### src/rtl/nasti_buf_pkg.sv
// Shared constants and width helpers for the NASTI channel buffer.
package nasti_buf_pkg;

  localparam int CH_AW = 0;
  localparam int CH_W  = 1;
  localparam int CH_AR = 2;
  localparam int CH_B  = 3;
  localparam int CH_R  = 4;

  // Request payload: id, addr, len(8), size(3), burst(2), lock(1),
  // cache(4), prot(3), qos(4), region(4), user.
  function automatic int aw_w(input int id_w, input int addr_w, input int user_w);
    return id_w + addr_w + 29 + user_w;
  endfunction

  function automatic int w_w(input int data_w, input int user_w);
    return data_w + data_w / 8 + 1 + user_w;
  endfunction

  function automatic int b_w(input int id_w, input int user_w);
    return id_w + 2 + user_w;
  endfunction

  function automatic int r_w(input int id_w, input int data_w, input int user_w);
    return id_w + data_w + 3 + user_w;
  endfunction

  function automatic int cnt_w(input int depth);
    return (depth == 0) ? 1 : $clog2(depth + 1);
  endfunction

  function automatic int ptr_w(input int depth);
    return (depth <= 1) ? 1 : $clog2(depth);
  endfunction

endpackage

### src/rtl/nasti_channel.sv
// Five-channel NASTI bundle with master/slave views.
interface nasti_channel #(
  parameter int ID_WIDTH   = 1,
  parameter int ADDR_WIDTH = 8,
  parameter int DATA_WIDTH = 8,
  parameter int USER_WIDTH = 1
);
  logic [ID_WIDTH-1:0]     aw_id;
  logic [ADDR_WIDTH-1:0]   aw_addr;
  logic [7:0]              aw_len;
  logic [2:0]              aw_size;
  logic [1:0]              aw_burst;
  logic                    aw_lock;
  logic [3:0]              aw_cache;
  logic [2:0]              aw_prot;
  logic [3:0]              aw_qos;
  logic [3:0]              aw_region;
  logic [USER_WIDTH-1:0]   aw_user;
  logic                    aw_valid;
  logic                    aw_ready;

  logic [DATA_WIDTH-1:0]   w_data;
  logic [DATA_WIDTH/8-1:0] w_strb;
  logic                    w_last;
  logic [USER_WIDTH-1:0]   w_user;
  logic                    w_valid;
  logic                    w_ready;

  logic [ID_WIDTH-1:0]     ar_id;
  logic [ADDR_WIDTH-1:0]   ar_addr;
  logic [7:0]              ar_len;
  logic [2:0]              ar_size;
  logic [1:0]              ar_burst;
  logic                    ar_lock;
  logic [3:0]              ar_cache;
  logic [2:0]              ar_prot;
  logic [3:0]              ar_qos;
  logic [3:0]              ar_region;
  logic [USER_WIDTH-1:0]   ar_user;
  logic                    ar_valid;
  logic                    ar_ready;

  logic [ID_WIDTH-1:0]     b_id;
  logic [1:0]              b_resp;
  logic [USER_WIDTH-1:0]   b_user;
  logic                    b_valid;
  logic                    b_ready;

  logic [ID_WIDTH-1:0]     r_id;
  logic [DATA_WIDTH-1:0]   r_data;
  logic [1:0]              r_resp;
  logic                    r_last;
  logic [USER_WIDTH-1:0]   r_user;
  logic                    r_valid;
  logic                    r_ready;

  modport master (
    output aw_id, aw_addr, aw_len, aw_size, aw_burst, aw_lock, aw_cache, aw_prot,
           aw_qos, aw_region, aw_user, aw_valid,
    input  aw_ready,
    output w_data, w_strb, w_last, w_user, w_valid,
    input  w_ready,
    output ar_id, ar_addr, ar_len, ar_size, ar_burst, ar_lock, ar_cache, ar_prot,
           ar_qos, ar_region, ar_user, ar_valid,
    input  ar_ready,
    input  b_id, b_resp, b_user, b_valid,
    output b_ready,
    input  r_id, r_data, r_resp, r_last, r_user, r_valid,
    output r_ready
  );

  modport slave (
    input  aw_id, aw_addr, aw_len, aw_size, aw_burst, aw_lock, aw_cache, aw_prot,
           aw_qos, aw_region, aw_user, aw_valid,
    output aw_ready,
    input  w_data, w_strb, w_last, w_user, w_valid,
    output w_ready,
    input  ar_id, ar_addr, ar_len, ar_size, ar_burst, ar_lock, ar_cache, ar_prot,
           ar_qos, ar_region, ar_user, ar_valid,
    output ar_ready,
    output b_id, b_resp, b_user, b_valid,
    input  b_ready,
    output r_id, r_data, r_resp, r_last, r_user, r_valid,
    input  r_ready
  );
endinterface

### src/rtl/nasti_fifo.sv
// Single-channel FIFO, registered or fall-through, any depth >= 1.
module nasti_fifo
  import nasti_buf_pkg::*;
#(
  parameter int WIDTH        = 8,
  parameter int DEPTH        = 2,
  parameter bit FALL_THROUGH = 1'b0
) (
  input  logic                      clk,
  input  logic                      rst,
  input  logic                      in_valid,
  output logic                      in_ready,
  input  logic [WIDTH-1:0]          in_data,
  output logic                      out_valid,
  input  logic                      out_ready,
  output logic [WIDTH-1:0]          out_data,
  output logic [cnt_w(DEPTH)-1:0]   cnt
);

  localparam int CNT_W = cnt_w(DEPTH);
  localparam int PTR_W = ptr_w(DEPTH);

  logic [WIDTH-1:0] mem_q [DEPTH];
  logic [PTR_W-1:0] wp_q, wp_d, rp_q, rp_d;
  logic [CNT_W-1:0] cnt_q, cnt_d;
  logic             empty, ft_empty, store, deq;

  // Explicit wrap so non-power-of-two depths never index past the last entry.
  function automatic logic [PTR_W-1:0] ptr_inc(input logic [PTR_W-1:0] p);
    return (p == PTR_W'(DEPTH - 1)) ? '0 : p + PTR_W'(1);
  endfunction

  always_comb begin
    empty     = (cnt_q == '0);
    ft_empty  = FALL_THROUGH && empty;
    in_ready  = !rst && (cnt_q < CNT_W'(DEPTH));
    out_valid = !rst && (ft_empty ? in_valid : !empty);
    out_data  = ft_empty ? in_data : mem_q[rp_q];
    // A bypassed beat goes straight through and never touches storage.
    store     = in_valid && in_ready && !(ft_empty && out_ready);
    deq       = out_valid && out_ready && !empty;
    wp_d      = store ? ptr_inc(wp_q) : wp_q;
    rp_d      = deq ? ptr_inc(rp_q) : rp_q;
    cnt_d     = cnt_q;
    if (store && !deq)      cnt_d = cnt_q + CNT_W'(1);
    else if (!store && deq) cnt_d = cnt_q - CNT_W'(1);
  end

  always_ff @(posedge clk) begin
    if (rst) begin
      wp_q  <= '0;
      rp_q  <= '0;
      cnt_q <= '0;
    end else begin
      wp_q  <= wp_d;
      rp_q  <= rp_d;
      cnt_q <= cnt_d;
    end
  end

  always_ff @(posedge clk) begin
    if (store) mem_q[wp_q] <= in_data;
  end

  assign cnt = cnt_q;

endmodule

### src/rtl/nasti_buf_multi.sv
// Five-channel NASTI buffer with per-channel depth/mode, occupancy and idle.
module nasti_buf_multi
  import nasti_buf_pkg::*;
#(
  parameter int         ID_WIDTH     = 1,
  parameter int         ADDR_WIDTH   = 8,
  parameter int         DATA_WIDTH   = 8,
  parameter int         USER_WIDTH   = 1,
  parameter int         AW_DEPTH     = 2,
  parameter int         W_DEPTH      = 2,
  parameter int         AR_DEPTH     = 2,
  parameter int         B_DEPTH      = 2,
  parameter int         R_DEPTH      = 2,
  parameter logic [4:0] FALL_THROUGH = 5'b00000
) (
  input  logic                        clk,
  input  logic                        rst,
  nasti_channel.slave                 s,
  nasti_channel.master                m,
  output logic [cnt_w(AW_DEPTH)-1:0]  aw_cnt,
  output logic [cnt_w(W_DEPTH)-1:0]   w_cnt,
  output logic [cnt_w(AR_DEPTH)-1:0]  ar_cnt,
  output logic [cnt_w(B_DEPTH)-1:0]   b_cnt,
  output logic [cnt_w(R_DEPTH)-1:0]   r_cnt,
  output logic                        idle
);

  localparam int AWW = aw_w(ID_WIDTH, ADDR_WIDTH, USER_WIDTH);
  localparam int WW  = w_w(DATA_WIDTH, USER_WIDTH);
  localparam int BW  = b_w(ID_WIDTH, USER_WIDTH);
  localparam int RW  = r_w(ID_WIDTH, DATA_WIDTH, USER_WIDTH);

  logic [AWW-1:0] aw_in, aw_out, ar_in, ar_out;
  logic [WW-1:0]  w_in, w_out;
  logic [BW-1:0]  b_in, b_out;
  logic [RW-1:0]  r_in, r_out;

  assign aw_in = {s.aw_id, s.aw_addr, s.aw_len, s.aw_size, s.aw_burst, s.aw_lock,
                  s.aw_cache, s.aw_prot, s.aw_qos, s.aw_region, s.aw_user};
  assign {m.aw_id, m.aw_addr, m.aw_len, m.aw_size, m.aw_burst, m.aw_lock,
          m.aw_cache, m.aw_prot, m.aw_qos, m.aw_region, m.aw_user} = aw_out;

  assign w_in = {s.w_data, s.w_strb, s.w_last, s.w_user};
  assign {m.w_data, m.w_strb, m.w_last, m.w_user} = w_out;

  assign ar_in = {s.ar_id, s.ar_addr, s.ar_len, s.ar_size, s.ar_burst, s.ar_lock,
                  s.ar_cache, s.ar_prot, s.ar_qos, s.ar_region, s.ar_user};
  assign {m.ar_id, m.ar_addr, m.ar_len, m.ar_size, m.ar_burst, m.ar_lock,
          m.ar_cache, m.ar_prot, m.ar_qos, m.ar_region, m.ar_user} = ar_out;

  // Response channels flow m -> s.
  assign b_in = {m.b_id, m.b_resp, m.b_user};
  assign {s.b_id, s.b_resp, s.b_user} = b_out;

  assign r_in = {m.r_id, m.r_data, m.r_resp, m.r_last, m.r_user};
  assign {s.r_id, s.r_data, s.r_resp, s.r_last, s.r_user} = r_out;

  if (AW_DEPTH == 0) begin : g_aw_wire
    assign aw_out     = aw_in;
    assign m.aw_valid = s.aw_valid;
    assign s.aw_ready = m.aw_ready;
    assign aw_cnt     = '0;
  end else begin : g_aw_fifo
    nasti_fifo #(.WIDTH(AWW), .DEPTH(AW_DEPTH), .FALL_THROUGH(FALL_THROUGH[CH_AW])) u_fifo (
      .clk(clk), .rst(rst),
      .in_valid(s.aw_valid), .in_ready(s.aw_ready), .in_data(aw_in),
      .out_valid(m.aw_valid), .out_ready(m.aw_ready), .out_data(aw_out),
      .cnt(aw_cnt)
    );
  end

  if (W_DEPTH == 0) begin : g_w_wire
    assign w_out     = w_in;
    assign m.w_valid = s.w_valid;
    assign s.w_ready = m.w_ready;
    assign w_cnt     = '0;
  end else begin : g_w_fifo
    nasti_fifo #(.WIDTH(WW), .DEPTH(W_DEPTH), .FALL_THROUGH(FALL_THROUGH[CH_W])) u_fifo (
      .clk(clk), .rst(rst),
      .in_valid(s.w_valid), .in_ready(s.w_ready), .in_data(w_in),
      .out_valid(m.w_valid), .out_ready(m.w_ready), .out_data(w_out),
      .cnt(w_cnt)
    );
  end

  if (AR_DEPTH == 0) begin : g_ar_wire
    assign ar_out     = ar_in;
    assign m.ar_valid = s.ar_valid;
    assign s.ar_ready = m.ar_ready;
    assign ar_cnt     = '0;
  end else begin : g_ar_fifo
    nasti_fifo #(.WIDTH(AWW), .DEPTH(AR_DEPTH), .FALL_THROUGH(FALL_THROUGH[CH_AR])) u_fifo (
      .clk(clk), .rst(rst),
      .in_valid(s.ar_valid), .in_ready(s.ar_ready), .in_data(ar_in),
      .out_valid(m.ar_valid), .out_ready(m.ar_ready), .out_data(ar_out),
      .cnt(ar_cnt)
    );
  end

  if (B_DEPTH == 0) begin : g_b_wire
    assign b_out     = b_in;
    assign s.b_valid = m.b_valid;
    assign m.b_ready = s.b_ready;
    assign b_cnt     = '0;
  end else begin : g_b_fifo
    nasti_fifo #(.WIDTH(BW), .DEPTH(B_DEPTH), .FALL_THROUGH(FALL_THROUGH[CH_B])) u_fifo (
      .clk(clk), .rst(rst),
      .in_valid(m.b_valid), .in_ready(m.b_ready), .in_data(b_in),
      .out_valid(s.b_valid), .out_ready(s.b_ready), .out_data(b_out),
      .cnt(b_cnt)
    );
  end

  if (R_DEPTH == 0) begin : g_r_wire
    assign r_out     = r_in;
    assign s.r_valid = m.r_valid;
    assign m.r_ready = s.r_ready;
    assign r_cnt     = '0;
  end else begin : g_r_fifo
    nasti_fifo #(.WIDTH(RW), .DEPTH(R_DEPTH), .FALL_THROUGH(FALL_THROUGH[CH_R])) u_fifo (
      .clk(clk), .rst(rst),
      .in_valid(m.r_valid), .in_ready(m.r_ready), .in_data(r_in),
      .out_valid(s.r_valid), .out_ready(s.r_ready), .out_data(r_out),
      .cnt(r_cnt)
    );
  end

  // Held low during reset so power gating never engages mid-reset.
  assign idle = !rst
    && (aw_cnt == '0) && (w_cnt == '0) && (ar_cnt == '0) && (b_cnt == '0) && (r_cnt == '0)
    && !(s.aw_valid || s.w_valid || s.ar_valid || s.b_valid || s.r_valid)
    && !(m.aw_valid || m.w_valid || m.ar_valid || m.b_valid || m.r_valid);

endmodule

### src/flat_wrapper.sv
// flat-port wrapper written by rule: the top's interface ports become plain ports
module nasti_buf_multi_flat import nasti_buf_pkg::*;
#(
  parameter int         ID_WIDTH     = 1,
  parameter int         ADDR_WIDTH   = 8,
  parameter int         DATA_WIDTH   = 8,
  parameter int         USER_WIDTH   = 1,
  parameter int         AW_DEPTH     = 2,
  parameter int         W_DEPTH      = 2,
  parameter int         AR_DEPTH     = 2,
  parameter int         B_DEPTH      = 2,
  parameter int         R_DEPTH      = 2,
  parameter logic [4:0] FALL_THROUGH = 5'b00000
)
  (clk, rst, aw_cnt, w_cnt, ar_cnt, b_cnt, r_cnt, idle, s_aw_id, s_aw_addr, s_aw_len, s_aw_size, s_aw_burst, s_aw_lock, s_aw_cache, s_aw_prot, s_aw_qos, s_aw_region, s_aw_user, s_aw_valid, s_aw_ready, s_w_data, s_w_strb, s_w_last, s_w_user, s_w_valid, s_w_ready, s_ar_id, s_ar_addr, s_ar_len, s_ar_size, s_ar_burst, s_ar_lock, s_ar_cache, s_ar_prot, s_ar_qos, s_ar_region, s_ar_user, s_ar_valid, s_ar_ready, s_b_id, s_b_resp, s_b_user, s_b_valid, s_b_ready, s_r_id, s_r_data, s_r_resp, s_r_last, s_r_user, s_r_valid, s_r_ready, m_aw_id, m_aw_addr, m_aw_len, m_aw_size, m_aw_burst, m_aw_lock, m_aw_cache, m_aw_prot, m_aw_qos, m_aw_region, m_aw_user, m_aw_valid, m_aw_ready, m_w_data, m_w_strb, m_w_last, m_w_user, m_w_valid, m_w_ready, m_ar_id, m_ar_addr, m_ar_len, m_ar_size, m_ar_burst, m_ar_lock, m_ar_cache, m_ar_prot, m_ar_qos, m_ar_region, m_ar_user, m_ar_valid, m_ar_ready, m_b_id, m_b_resp, m_b_user, m_b_valid, m_b_ready, m_r_id, m_r_data, m_r_resp, m_r_last, m_r_user, m_r_valid, m_r_ready);
  nasti_channel #(.ID_WIDTH(ID_WIDTH), .ADDR_WIDTH(ADDR_WIDTH), .DATA_WIDTH(DATA_WIDTH), .USER_WIDTH(USER_WIDTH)) s_i ();
  nasti_channel #(.ID_WIDTH(ID_WIDTH), .ADDR_WIDTH(ADDR_WIDTH), .DATA_WIDTH(DATA_WIDTH), .USER_WIDTH(USER_WIDTH)) m_i ();
  input  logic clk;
  input  logic rst;
  output logic [cnt_w(AW_DEPTH)-1:0] aw_cnt;
  output logic [cnt_w(W_DEPTH)-1:0] w_cnt;
  output logic [cnt_w(AR_DEPTH)-1:0] ar_cnt;
  output logic [cnt_w(B_DEPTH)-1:0] b_cnt;
  output logic [cnt_w(R_DEPTH)-1:0] r_cnt;
  output logic idle;
  input wire logic [$bits(s_i.aw_id)-1:0] s_aw_id;
  input wire logic [$bits(s_i.aw_addr)-1:0] s_aw_addr;
  input wire logic [$bits(s_i.aw_len)-1:0] s_aw_len;
  input wire logic [$bits(s_i.aw_size)-1:0] s_aw_size;
  input wire logic [$bits(s_i.aw_burst)-1:0] s_aw_burst;
  input wire logic [$bits(s_i.aw_lock)-1:0] s_aw_lock;
  input wire logic [$bits(s_i.aw_cache)-1:0] s_aw_cache;
  input wire logic [$bits(s_i.aw_prot)-1:0] s_aw_prot;
  input wire logic [$bits(s_i.aw_qos)-1:0] s_aw_qos;
  input wire logic [$bits(s_i.aw_region)-1:0] s_aw_region;
  input wire logic [$bits(s_i.aw_user)-1:0] s_aw_user;
  input wire logic [$bits(s_i.aw_valid)-1:0] s_aw_valid;
  output wire logic [$bits(s_i.aw_ready)-1:0] s_aw_ready;
  input wire logic [$bits(s_i.w_data)-1:0] s_w_data;
  input wire logic [$bits(s_i.w_strb)-1:0] s_w_strb;
  input wire logic [$bits(s_i.w_last)-1:0] s_w_last;
  input wire logic [$bits(s_i.w_user)-1:0] s_w_user;
  input wire logic [$bits(s_i.w_valid)-1:0] s_w_valid;
  output wire logic [$bits(s_i.w_ready)-1:0] s_w_ready;
  input wire logic [$bits(s_i.ar_id)-1:0] s_ar_id;
  input wire logic [$bits(s_i.ar_addr)-1:0] s_ar_addr;
  input wire logic [$bits(s_i.ar_len)-1:0] s_ar_len;
  input wire logic [$bits(s_i.ar_size)-1:0] s_ar_size;
  input wire logic [$bits(s_i.ar_burst)-1:0] s_ar_burst;
  input wire logic [$bits(s_i.ar_lock)-1:0] s_ar_lock;
  input wire logic [$bits(s_i.ar_cache)-1:0] s_ar_cache;
  input wire logic [$bits(s_i.ar_prot)-1:0] s_ar_prot;
  input wire logic [$bits(s_i.ar_qos)-1:0] s_ar_qos;
  input wire logic [$bits(s_i.ar_region)-1:0] s_ar_region;
  input wire logic [$bits(s_i.ar_user)-1:0] s_ar_user;
  input wire logic [$bits(s_i.ar_valid)-1:0] s_ar_valid;
  output wire logic [$bits(s_i.ar_ready)-1:0] s_ar_ready;
  output wire logic [$bits(s_i.b_id)-1:0] s_b_id;
  output wire logic [$bits(s_i.b_resp)-1:0] s_b_resp;
  output wire logic [$bits(s_i.b_user)-1:0] s_b_user;
  output wire logic [$bits(s_i.b_valid)-1:0] s_b_valid;
  input wire logic [$bits(s_i.b_ready)-1:0] s_b_ready;
  output wire logic [$bits(s_i.r_id)-1:0] s_r_id;
  output wire logic [$bits(s_i.r_data)-1:0] s_r_data;
  output wire logic [$bits(s_i.r_resp)-1:0] s_r_resp;
  output wire logic [$bits(s_i.r_last)-1:0] s_r_last;
  output wire logic [$bits(s_i.r_user)-1:0] s_r_user;
  output wire logic [$bits(s_i.r_valid)-1:0] s_r_valid;
  input wire logic [$bits(s_i.r_ready)-1:0] s_r_ready;
  output wire logic [$bits(m_i.aw_id)-1:0] m_aw_id;
  output wire logic [$bits(m_i.aw_addr)-1:0] m_aw_addr;
  output wire logic [$bits(m_i.aw_len)-1:0] m_aw_len;
  output wire logic [$bits(m_i.aw_size)-1:0] m_aw_size;
  output wire logic [$bits(m_i.aw_burst)-1:0] m_aw_burst;
  output wire logic [$bits(m_i.aw_lock)-1:0] m_aw_lock;
  output wire logic [$bits(m_i.aw_cache)-1:0] m_aw_cache;
  output wire logic [$bits(m_i.aw_prot)-1:0] m_aw_prot;
  output wire logic [$bits(m_i.aw_qos)-1:0] m_aw_qos;
  output wire logic [$bits(m_i.aw_region)-1:0] m_aw_region;
  output wire logic [$bits(m_i.aw_user)-1:0] m_aw_user;
  output wire logic [$bits(m_i.aw_valid)-1:0] m_aw_valid;
  input wire logic [$bits(m_i.aw_ready)-1:0] m_aw_ready;
  output wire logic [$bits(m_i.w_data)-1:0] m_w_data;
  output wire logic [$bits(m_i.w_strb)-1:0] m_w_strb;
  output wire logic [$bits(m_i.w_last)-1:0] m_w_last;
  output wire logic [$bits(m_i.w_user)-1:0] m_w_user;
  output wire logic [$bits(m_i.w_valid)-1:0] m_w_valid;
  input wire logic [$bits(m_i.w_ready)-1:0] m_w_ready;
  output wire logic [$bits(m_i.ar_id)-1:0] m_ar_id;
  output wire logic [$bits(m_i.ar_addr)-1:0] m_ar_addr;
  output wire logic [$bits(m_i.ar_len)-1:0] m_ar_len;
  output wire logic [$bits(m_i.ar_size)-1:0] m_ar_size;
  output wire logic [$bits(m_i.ar_burst)-1:0] m_ar_burst;
  output wire logic [$bits(m_i.ar_lock)-1:0] m_ar_lock;
  output wire logic [$bits(m_i.ar_cache)-1:0] m_ar_cache;
  output wire logic [$bits(m_i.ar_prot)-1:0] m_ar_prot;
  output wire logic [$bits(m_i.ar_qos)-1:0] m_ar_qos;
  output wire logic [$bits(m_i.ar_region)-1:0] m_ar_region;
  output wire logic [$bits(m_i.ar_user)-1:0] m_ar_user;
  output wire logic [$bits(m_i.ar_valid)-1:0] m_ar_valid;
  input wire logic [$bits(m_i.ar_ready)-1:0] m_ar_ready;
  input wire logic [$bits(m_i.b_id)-1:0] m_b_id;
  input wire logic [$bits(m_i.b_resp)-1:0] m_b_resp;
  input wire logic [$bits(m_i.b_user)-1:0] m_b_user;
  input wire logic [$bits(m_i.b_valid)-1:0] m_b_valid;
  output wire logic [$bits(m_i.b_ready)-1:0] m_b_ready;
  input wire logic [$bits(m_i.r_id)-1:0] m_r_id;
  input wire logic [$bits(m_i.r_data)-1:0] m_r_data;
  input wire logic [$bits(m_i.r_resp)-1:0] m_r_resp;
  input wire logic [$bits(m_i.r_last)-1:0] m_r_last;
  input wire logic [$bits(m_i.r_user)-1:0] m_r_user;
  input wire logic [$bits(m_i.r_valid)-1:0] m_r_valid;
  output wire logic [$bits(m_i.r_ready)-1:0] m_r_ready;
  assign s_i.aw_id = s_aw_id;
  assign s_i.aw_addr = s_aw_addr;
  assign s_i.aw_len = s_aw_len;
  assign s_i.aw_size = s_aw_size;
  assign s_i.aw_burst = s_aw_burst;
  assign s_i.aw_lock = s_aw_lock;
  assign s_i.aw_cache = s_aw_cache;
  assign s_i.aw_prot = s_aw_prot;
  assign s_i.aw_qos = s_aw_qos;
  assign s_i.aw_region = s_aw_region;
  assign s_i.aw_user = s_aw_user;
  assign s_i.aw_valid = s_aw_valid;
  assign s_aw_ready = s_i.aw_ready;
  assign s_i.w_data = s_w_data;
  assign s_i.w_strb = s_w_strb;
  assign s_i.w_last = s_w_last;
  assign s_i.w_user = s_w_user;
  assign s_i.w_valid = s_w_valid;
  assign s_w_ready = s_i.w_ready;
  assign s_i.ar_id = s_ar_id;
  assign s_i.ar_addr = s_ar_addr;
  assign s_i.ar_len = s_ar_len;
  assign s_i.ar_size = s_ar_size;
  assign s_i.ar_burst = s_ar_burst;
  assign s_i.ar_lock = s_ar_lock;
  assign s_i.ar_cache = s_ar_cache;
  assign s_i.ar_prot = s_ar_prot;
  assign s_i.ar_qos = s_ar_qos;
  assign s_i.ar_region = s_ar_region;
  assign s_i.ar_user = s_ar_user;
  assign s_i.ar_valid = s_ar_valid;
  assign s_ar_ready = s_i.ar_ready;
  assign s_b_id = s_i.b_id;
  assign s_b_resp = s_i.b_resp;
  assign s_b_user = s_i.b_user;
  assign s_b_valid = s_i.b_valid;
  assign s_i.b_ready = s_b_ready;
  assign s_r_id = s_i.r_id;
  assign s_r_data = s_i.r_data;
  assign s_r_resp = s_i.r_resp;
  assign s_r_last = s_i.r_last;
  assign s_r_user = s_i.r_user;
  assign s_r_valid = s_i.r_valid;
  assign s_i.r_ready = s_r_ready;
  assign m_aw_id = m_i.aw_id;
  assign m_aw_addr = m_i.aw_addr;
  assign m_aw_len = m_i.aw_len;
  assign m_aw_size = m_i.aw_size;
  assign m_aw_burst = m_i.aw_burst;
  assign m_aw_lock = m_i.aw_lock;
  assign m_aw_cache = m_i.aw_cache;
  assign m_aw_prot = m_i.aw_prot;
  assign m_aw_qos = m_i.aw_qos;
  assign m_aw_region = m_i.aw_region;
  assign m_aw_user = m_i.aw_user;
  assign m_aw_valid = m_i.aw_valid;
  assign m_i.aw_ready = m_aw_ready;
  assign m_w_data = m_i.w_data;
  assign m_w_strb = m_i.w_strb;
  assign m_w_last = m_i.w_last;
  assign m_w_user = m_i.w_user;
  assign m_w_valid = m_i.w_valid;
  assign m_i.w_ready = m_w_ready;
  assign m_ar_id = m_i.ar_id;
  assign m_ar_addr = m_i.ar_addr;
  assign m_ar_len = m_i.ar_len;
  assign m_ar_size = m_i.ar_size;
  assign m_ar_burst = m_i.ar_burst;
  assign m_ar_lock = m_i.ar_lock;
  assign m_ar_cache = m_i.ar_cache;
  assign m_ar_prot = m_i.ar_prot;
  assign m_ar_qos = m_i.ar_qos;
  assign m_ar_region = m_i.ar_region;
  assign m_ar_user = m_i.ar_user;
  assign m_ar_valid = m_i.ar_valid;
  assign m_i.ar_ready = m_ar_ready;
  assign m_i.b_id = m_b_id;
  assign m_i.b_resp = m_b_resp;
  assign m_i.b_user = m_b_user;
  assign m_i.b_valid = m_b_valid;
  assign m_b_ready = m_i.b_ready;
  assign m_i.r_id = m_r_id;
  assign m_i.r_data = m_r_data;
  assign m_i.r_resp = m_r_resp;
  assign m_i.r_last = m_r_last;
  assign m_i.r_user = m_r_user;
  assign m_i.r_valid = m_r_valid;
  assign m_r_ready = m_i.r_ready;
  nasti_buf_multi #(.ID_WIDTH(ID_WIDTH), .ADDR_WIDTH(ADDR_WIDTH), .DATA_WIDTH(DATA_WIDTH), .USER_WIDTH(USER_WIDTH), .AW_DEPTH(AW_DEPTH), .W_DEPTH(W_DEPTH), .AR_DEPTH(AR_DEPTH), .B_DEPTH(B_DEPTH), .R_DEPTH(R_DEPTH), .FALL_THROUGH(FALL_THROUGH)) u_core (.clk(clk), .rst(rst), .s(s_i), .m(m_i), .aw_cnt(aw_cnt), .w_cnt(w_cnt), .ar_cnt(ar_cnt), .b_cnt(b_cnt), .r_cnt(r_cnt), .idle(idle));
endmodule
### config.mk
export PLATFORM = sky130hd
export DESIGN_NAME = nasti_buf_multi_flat
export DESIGN_NICKNAME = d
export VERILOG_FILES = /design/src/rtl/nasti_buf_pkg.sv /design/src/rtl/nasti_channel.sv /design/src/rtl/nasti_fifo.sv /design/src/rtl/nasti_buf_multi.sv /design/src/flat_wrapper.sv
export SDC_FILE = /design/constraint.sdc
export NUM_CORES = 1
export LEC_CHECK = 0
export CAP_MARGIN = 5
export CORE_ASPECT_RATIO = 0.6
export CORE_MARGIN = 2
export CORE_UTILIZATION = 48
export CTS_CLUSTER_DIAMETER = 50
export CTS_CLUSTER_SIZE = 16
export DETAILED_ROUTE_END_ITERATION = 12
export PLACE_DENSITY = 0.87
export SYNTH_ARGS = -nofsm -noshare
export SYNTH_HDL_FRONTEND = slang
export SYNTH_SLANG_ARGS = --single-unit
### constraint.sdc
create_clock -name clk -period 4.9 [get_ports clk]
set_input_delay 1.225 -clock clk [delete_from_list [all_inputs] [get_ports clk]]
set_output_delay 1.225 -clock clk [all_outputs]
set_load 0.005 [all_outputs]
==> flow_summary.json, run 1 <==
{
  "cts_resized": 0,
  "hold_viol_final": 0,
  "arrival_ns": 2.72,
  "yosys_most_used_dff": "edfxtp_1",
  "avgSynthCellArea_um2": 18.82,
  "insertion_delay_ns": 0.48,
  "vias": 4964,
  "dp_hpwl_mm": 13.07,
  "setup_tns_ns": 0,
  "fmax_ghz": 0.2533,
  "dp_slack_ns": 0.9570,
  "synth_cell_type_count": 25,
  "cp-start-kind": "input port",
  "start_util_pct": 48.97,
  "place_congestion": 0.8012,
  "wirelength_mm": 18.78,
  "numCtsBuffers": 18,
  "final.min_clock_period_ns": 3.948,
  "leakage_nw": 4.124,
  "synth-seq-cells": 237,
  "dr.pass1.iters": 4,
  "fp.coreArea_mm2": 0.01802,
  "yosys.area.top_type_share_pct": 72.14,
  "vias_per_cell": 5.081,
  "async_flop_share_pct": 0,
  "die_area_mm2": 0.01952,
  "die_h_um": 109.0,
  "finalSetupViolations": 0,
  "syn_nets": 592,
  "final_antenna_net_count": 0,
  "die_w_um": 179.0,
  "antenna_found_initial": 1,
  "instances_no_fill": 977,
  "synth_most_common_cell": "edfxtp_1",
  "yosysWarnings": 0,
  "rsz0062_at_grt": "no",
  "synth_top_cell_by_area": "edfxtp_1",
  "dpl.cell_count": 945,
  "clockBufferDepth": 3,
  "grt_util_all_layers_pct": 18.56,
  "ctsHoldBuffers": 0,
  "rows": 38,
  "grt_pass1_vias": 5075,
  "post_cts_buffers": 0,
  "drc": 0,
  "cts.sinks": 237,
  "ys_seq_area_share_pct": 77.81,
  "path_class": "input port to output port",
  "period_share_pct": 80.57,
  "cts_root_buf": "clkbuf_16",
  "wl_per_cell_um": 19.22,
  "cts_tree": "built",
  "hp-class": "flip-flop to flip-flop",
  "ioPinCount": 245,
  "fin_ws_ns": 0.9522,
  "clk_pin_slew_ns": 0.07,
  "synthTopCellsByArea": "edfxtp_1, mux2_2, dfxtp_1",
  "synth_cells": 469,
  "maxCapViolCount": 0,
  "critPathCaptureType": "output port",
  "required_ns": 3.67,
  "synth_area_mm2": 0.008825,
  "synth-edff-count": 212,
  "relSlewSlack_pct": 31.36,
  "drt-initial-drc-count": 297,
  "area_growth_pct": 36.82,
  "antenna-diode-count": 0,
  "worst_pin_slew_ns": 1.027,
  "grt_max_degree": 40,
  "portBuffers": 244,
  "p_per_area_mw_per_mm2": 393.1,
  "grt_pass1_wl_mm": 27.52,
  "status": "finished, final reports clean",
  "irDropWorstVdd_mv": 0.2590,
  "nNetsFinal": 848,
  "slew_violations": 0,
  "synthTopCellsByCount": "edfxtp_1, mux2_2, dfxtp_1, nor2_1, nand2_1",
  "crit_path_max_fanout": 4,
  "clock_skew_ns": 0.006182,
  "cts_max_level": 1,
  "drive_above_1_share_pct": 19.27,
  "grt-ovfl-total": 0
}
## through the flow
stage | utilization, % | total power, mW | cell area, um2 | hold WS [ns]
4_1_cts | 67.00 | 4.795 | 12070 | 0.4775
3_5_place_dp | 64.09 | 3.425 | 11550 | 0.4615
6_report | 67.00 | 4.746 | 12070 | 0.4767
3_3_place_gp | 64.09 | 3.392 | 11550 | 0.4465
5_1_grt | 67.00 | 4.935 | 12070 | 0.5045
2_1_floorplan | - | 2.874 | 8825 | 0.4328
## flip-flops by register name (all words and copies together) (netlist names), 2 cells and up, named ones only
register / count
u_core.g_ar_fifo.u_fifo.mem_q: 78
u_core.g_aw_fifo.u_fifo.mem_q: 78
u_core.g_r_fifo.u_fifo.mem_q: 26
u_core.g_w_fifo.u_fifo.mem_q: 22
u_core.g_b_fifo.u_fifo.mem_q: 8
u_core.g_ar_fifo.u_fifo.cnt: 2
u_core.g_aw_fifo.u_fifo.cnt: 2
u_core.g_b_fifo.u_fifo.cnt: 2
u_core.g_r_fifo.u_fifo.cnt: 2
u_core.g_w_fifo.u_fifo.cnt: 2
## worst paths after layout
path / slack [ns] / end / cells past startpoint / start
worst max register to register: 2.83 / u_core.g_aw_fifo.u_fifo.mem_q[0][9]$_DFFE_PP_ / 4 / u_core.g_aw_fifo.u_fifo.cnt[1]$_SDFFE_PP0P_
worst max-delay path: 0.95 / idle / 5 / s_aw_valid
worst min-delay path: 0.48 / flip-flop / 1 / u_core.g_aw_fifo.u_fifo.rp_q$_SDFFE_PP0P_
worst min register to register: 0.48 / flip-flop / 1 / u_core.g_aw_fifo.u_fifo.rp_q$_SDFFE_PP0P_
## cell type report
cell class,instances,area (um2)
flip-flops and latches,237,6869
inverters,5,18.77
clock buffers,31,520.5
clock inverters,1,5.005
repair buffers,249,2480
well taps,240,300.3
multi-input cells,214,1881
fillers,1173,5946
## cells in the final DEF (no fill, tap or decap), drive strengths merged
cell / n
nand2: 14
a21oi: 5
mux2: 106
buf: 5
nand3: 1
clkbuf: 31
o21ba: 1
or4: 4
and2: 5
nor2b: 10
or3: 5
clkdlybuf4s50: 244
nor4: 1
ha: 5
nor2: 25
and3: 5
edfxtp: 212
nand4: 1
xor2: 10
mux2i: 2
o21ai: 5
dfxtp: 25
clkinv: 1
o211ai: 4
xnor2: 5
inv: 5
## metal layers
metal	vias to the layer above	wire, um	GRT usage, %
li1	2298	-	-
met1	2436	8237	25.40
met2	200	8498	29.86
met3	28	1692	5.404
met4	2	338	3.833
met5	-	9	0
## kinds of logic (layout without fill, tap and decap cells)
group           count (synthesis)  after routing  share of synthesized area, %
fa+ha+maj                       5              5                        0.7089
flops                         237            237                         77.81
simple gates                   71             71                         4.140
buf+inv                        18            286                         1.078
mux                           108            108                         13.75
xor+xnor                       15             15                         1.489
compound gates                 15             15                         1.021
## where the power goes
group / internal, mW / total [mW] / switching [mW] / leakage (nW)
clock: 0.724 / 1.36 / 0.640 / 0.252
sequential: 2.36 / 2.49 / 0.126 / 2.15
combinational: 0.572 / 0.891 / 0.319 / 1.72
total: 3.66 / 4.75 / 1.09 / 4.12
## worst max-delay path, cell delays in order
cell             delay [ns]
clkdlybuf4s50_1        0.46
nor4_1                 0.30
nand3_1                0.11
nor2_1                 0.11
clkdlybuf4s50_1        0.51
Note: power is estimated with default switching activity, not from simulation.
==> inputs of run 2 (changes only) <==
CORE_UTILIZATION = 43   (was 48)
PLACE_DENSITY = 0.83   (was 0.87)
clock period = 3.5 ns   (was 4.9 ns; I/O delays follow)
==> run 2 against run 1 <==
Compared with the run above: flip-flop and latch count stayed put; non-clock buffer count up 5; via count barely moved; utilization decreased by 6.3 points; critical path depth stayed put; sequential share of layout area decreased by 0.48 points; critical endpoint unchanged; clock skew is 0.011 ns higher.
==> flow_summary.json, run 2 (synthesis results as in run 1) <==
{
  "layout_commonest_cell": "clkdlybuf4s50_1",
  "cts_max_level": 1,
  "fmax_ghz": 0.3099,
  "relSlewSlack_pct": 57.87,
  "clockBufferDepth": 3,
  "required_ns": 2.62,
  "drc": 0,
  "vias_per_cell": 4.895,
  "post_cts_buffers": 0,
  "crit_chain": "clkdlybuf4s50_1 > nor4_1 > nand3_1 > nor2_1 > clkdlybuf4s50_1",
  "die_w_um": 188.9,
  "cts_root_buf": "clkbuf_16",
  "grt_util_all_layers_pct": 16.68,
  "place_congestion": 0.7816,
  "final_antenna_net_count": 0,
  "p_total_mw": 6.638,
  "start_util_pct": 43.97,
  "slew_violations": 0,
  "cts.sinks": 237,
  "grt_max_degree": 40,
  "ctsHoldBuffers": 0,
  "rows": 40,
  "fillers": 1468,
  "leakage_nw": 4.157,
  "irDropWorstVdd_mv": 0.3333,
  "hold_slack_ns": 0.4577,
  "dp_hpwl_mm": 12.93,
  "final_area_mm2": 0.01218,
  "grt_pass1_wl_mm": 28.02,
  "maxCapViolCount": 0,
  "p_per_area_mw_per_mm2": 545.1,
  "wirelength_mm": 18.47,
  "grt-ovfl-total": 0,
  "path_class": "input port to output port",
  "fp.coreArea_mm2": 0.02007,
  "cts_resized": 0,
  "clk_pin_slew_ns": 0.07,
  "drt-initial-drc-count": 227,
  "drive_above_1_share_pct": 19.81,
  "ioPinCount": 245,
  "top_regs": "u_core.g_ar_fifo.u_fifo.mem_q (78), u_core.g_aw_fifo.u_fifo.mem_q (78), u_core.g_r_fifo.u_fifo.mem_q (26)",
  "finish.utilization_pct": 60.68,
  "antenna-diode-count": 0,
  "arrival_ns": 2.35,
  "crit_path_top_delay_cell": "clkdlybuf4s50_1",
  "die_area_mm2": 0.02172,
  "antenna_found_initial": 0,
  "die_h_um": 115.0,
  "final.min_clock_period_ns": 3.227,
  "period_share_pct": 92.21,
  "vias": 4968,
  "crit_path_max_fanout": 4,
  "critPathCaptureType": "output port",
  "area_growth_pct": 38.00,
  "cp-start-kind": "input port",
  "portBuffers": 244,
  "cts_tree": "built",
  "worst_pin_slew_ns": 0.6320,
  "hp-class": "flip-flop to flip-flop",
  "dpl_cell_area_mm2": 0.01165,
  "finalSetupViolations": 0,
  "final_cell_mix": "clkdlybuf4s50_1, edfxtp_1, mux2_2, nor2_1, dfxtp_1",
  "dr.pass1.iters": 4,
  "numCtsBuffers": 18,
  "rsz0062_at_grt": "no",
  "nNetsFinal": 853,
  "path_common_cell": "clkdlybuf4s50_1",
  "insertion_delay_ns": 0.48,
  "hold_viol_final": 0,
  "clock_skew_ns": 0.01721,
  "max_stage_delay_ns": 0.50,
  "wl_per_cell_um": 18.20,
  "status": "finished, final reports clean",
  "grt_pass1_vias": 5157,
  "setup_tns_ns": 0
}
run 2: cell types whose count changed in the layout (fill, tap and decap cells not counted):
cell / change
buf_4: +3
buf_12: +2
run 2: through the flow:
step	cells	setup WS [ns]
after floorplan	469	0.05970
after global placement	983	0.2586
after detailed placement	983	0.2811
after CTS	1015	0.2753
after global routing	1015	0.1975
final	1015	0.2728
run 2: area by class of cell:
class / count / area [um2] / share of cell area [%]
inverter: 5 / 18.77 / 0.1541
multi-input combinational: 214 / 1881 / 15.44
sequential: 237 / 6869 / 56.41
tap: 273 / 341.6 / 2.805
clock inverter: 1 / 5.005 / 0.04110
clock buffer: 31 / 520.5 / 4.274
timing repair buffer: 254 / 2542 / 20.88
run 2: per-layer routing:
layer  share of wire [%]  GRT usage [%]  up-vias
met5                   0              0        -
met4                 1.4          3.073        0
met3                 7.7          4.121       18
met2                  45          25.86      175
met1                  46          24.30     2475
li1                    -              -     2300
run 2: power by group:
part	internal (mW)	total [mW]	switching, mW
Combinational	0.815	1.31	0.491
Sequential	3.31	3.44	0.128
Clock	1.01	1.89	0.881
run 2: worst max-delay path, delay by kind of cell:
| family | cells | cell delay (ns) |
|---|---|---|
| buffers and inverters | 2 | 0.95 |
| AND/OR/NAND/NOR | 3 | 0.53 |
run 2: path summary, 6_finish.rpt:
path	from	endpoint	slack [ns]	cells after the start
worst max-delay path	s_aw_valid	idle	0.27	5
worst min-delay path	u_core.g_aw_fifo.u_fifo.rp_q$_SDFFE_PP0P_	flip-flop	0.46	1
worst max register to register	u_core.g_b_fifo.u_fifo.cnt[1]$_SDFFE_PP0P_	u_core.g_b_fifo.u_fifo.cnt[1]$_SDFFE_PP0P_	1.67	6
worst min register to register	u_core.g_aw_fifo.u_fifo.rp_q$_SDFFE_PP0P_	flip-flop	0.46	1
==> inputs of run 3 (changes only) <==
CORE_ASPECT_RATIO = 2   (was 0.6)
==> run 3 against run 2 <==
Compared with the run above: die area rose by 0.15%; sequential power barely moved; combinational power barely moved; sequential share of layout area fell by 0.080 points; register-to-register slack improved by 0.05 ns; critical path depth did not move; flip-flop and latch count did not move; clock power barely moved; utilization fell by 0.55 points; hold slack improved by 0.016 ns; cell count fell by 0.49%; global-route usage rose by 0.15 points; critical path type unchanged; largest power group unchanged.
==> flow_summary.json, run 3 (synthesis results as in run 1) <==
{
  "path_class": "input port to output port",
  "p_per_area_mw_per_mm2": 545.4,
  "grt_pass1_vias": 5143,
  "regArea_mm2": 0.006868,
  "finalSetupViolations": 0,
  "setup_tns_ns": 0,
  "die_w_um": 105.3,
  "dp_hpwl_mm": 13.74,
  "grt_max_degree": 40,
  "rsz0062_at_grt": "no",
  "switchingPower_mw": 1.491,
  "switching_share_pct": 22.41,
  "grt-ovfl-total": 0,
  "hold_viol_final": 0,
  "fin_ws_ns": 0.2926,
  "power.internal_mw": 5.160,
  "critPathCaptureType": "output port",
  "fmax_ghz": 0.3118,
  "irDropWorstVdd_mv": 0.5268,
  "worst_r2r_path_depth": 4,
  "layout_commonest_cell": "clkdlybuf4s50_1",
  "worst_pin_slew_ns": 0.6349,
  "period_share_pct": 91.64,
  "required_ns": 2.62,
  "ctsHoldBuffers": 0,
  "antenna_found_initial": 2,
  "die_h_um": 206.6,
  "arrival_ns": 2.33,
  "hold_depth": 1,
  "die_area_mm2": 0.02175,
  "grt_pass1_wl_mm": 27.73,
  "multi_input_area_mm2": 0.001879,
  "final_antenna_net_count": 0,
  "status": "finished, final reports clean",
  "crit_path_max_fanout": 4,
  "rows": 74,
  "start_util_pct": 43.52,
  "post_cts_buffers": 0,
  "top_regs": "u_core.g_ar_fifo.u_fifo.mem_q (78), u_core.g_aw_fifo.u_fifo.mem_q (78), u_core.g_r_fifo.u_fifo.mem_q (26)",
  "portBuffers": 244,
  "drc": 0,
  "ioPinCount": 245,
  "area_growth_pct": 38.17,
  "cts.sinks": 237,
  "maxCapViolCount": 0,
  "dr.pass1.iters": 4,
  "wirelength_mm": 19.00,
  "vias_per_cell": 4.860,
  "hp-class": "flip-flop to flip-flop",
  "comb_power_share_pct": 19.6,
  "drive_above_1_share_pct": 19.54,
  "numCtsBuffers": 18,
  "clock_skew_ns": 0.02019,
  "vias": 4909,
  "place_congestion": 0.7981,
  "fillers": 1485,
  "cts_tree": "built",
  "cts_root_buf": "clkbuf_16",
  "cts_max_level": 1,
  "fp.coreArea_mm2": 0.02028,
  "relSlewSlack_pct": 57.67,
  "insertion_delay_ns": 0.49,
  "wl_per_cell_um": 18.81,
  "leakage_nw": 4.163,
  "final.min_clock_period_ns": 3.207,
  "grt_util_all_layers_pct": 16.83,
  "clockBufferDepth": 3,
  "clk_pin_slew_ns": 0.07,
  "nNetsFinal": 853,
  "slew_violations": 0,
  "p_total_mw": 6.650,
  "p_clk_share_pct": 28.7,
  "drt-initial-drc-count": 135,
  "final_cell_mix": "clkdlybuf4s50_1, edfxtp_1, mux2_2, nor2_1, dfxtp_1",
  "cp-start-kind": "input port",
  "cts_resized": 0,
  "dp_slack_ns": 0.2863,
  "seq_power_share_pct": 51.7
}
-- run 3: worst paths after layout --
check                                                   endpoint  slack [ns]                                   startpoint
setup reg to reg  u_core.g_aw_fifo.u_fifo.mem_q[0][33]$_DFFE_PP_        1.72  u_core.g_aw_fifo.u_fifo.cnt[1]$_SDFFE_PP0P_
setup / recovery                                            idle        0.29                                   s_aw_valid
hold reg to reg        u_core.g_aw_fifo.u_fifo.rp_q$_SDFFE_PP0P_        0.47    u_core.g_aw_fifo.u_fifo.rp_q$_SDFFE_PP0P_
hold / removal         u_core.g_aw_fifo.u_fifo.rp_q$_SDFFE_PP0P_        0.47    u_core.g_aw_fifo.u_fifo.rp_q$_SDFFE_PP0P_
-- run 3: power by group through the flow --
| stage | sequential [mW] | combinational (mW) | clock, mW |
|---|---|---|---|
| after floorplan | 3.44 | 0.578 | 0 |
| after global placement | 3.49 | 1.30 | 0 |
| after detailed placement | 3.50 | 1.31 | 0 |
| after CTS | 3.44 | 1.32 | 1.97 |
| after global routing | 3.46 | 1.40 | 2.07 |
| final | 3.44 | 1.30 | 1.91 |
-- run 3: per-stage QoR --
step	hold slack, ns	area [um2]	util (%)	std cells
3_3_place_gp	0.4448	11650	57.47	976
3_5_place_dp	0.4587	11650	57.47	976
6_report	0.4738	12190	60.13	1010
2_1_floorplan	0.4328	8827	-	469
4_1_cts	0.4731	12190	60.11	1008
5_1_grt	0.5013	12190	60.13	1010
-- run 3: layout make-up --
| type | instances | area share [%] |
|---|---|---|
| Sequential cell | 237 | 56.33 |
| Timing Repair Buffer | 254 | 20.95 |
| Multi-Input combinational cell | 214 | 15.41 |
| Clock buffer | 32 | 4.382 |
| Tap cell | 266 | 2.730 |
| Inverter | 5 | 0.1539 |
| Antenna cell | 2 | 0.04105 |
-- run 3: critical path, stage by stage --
cell and delay (ns):
clkdlybuf4s50_1 0.45, nor4_1 0.28, nand3_1 0.11, nor2_1 0.11, clkdlybuf4s50_1 0.50
-- run 3: metal layers --
metal  GRT usage, %  wire (um)
met3          3.516       1151
met5              0          0
met1          16.23       6205
met2          32.65      10770
met4          9.190        868
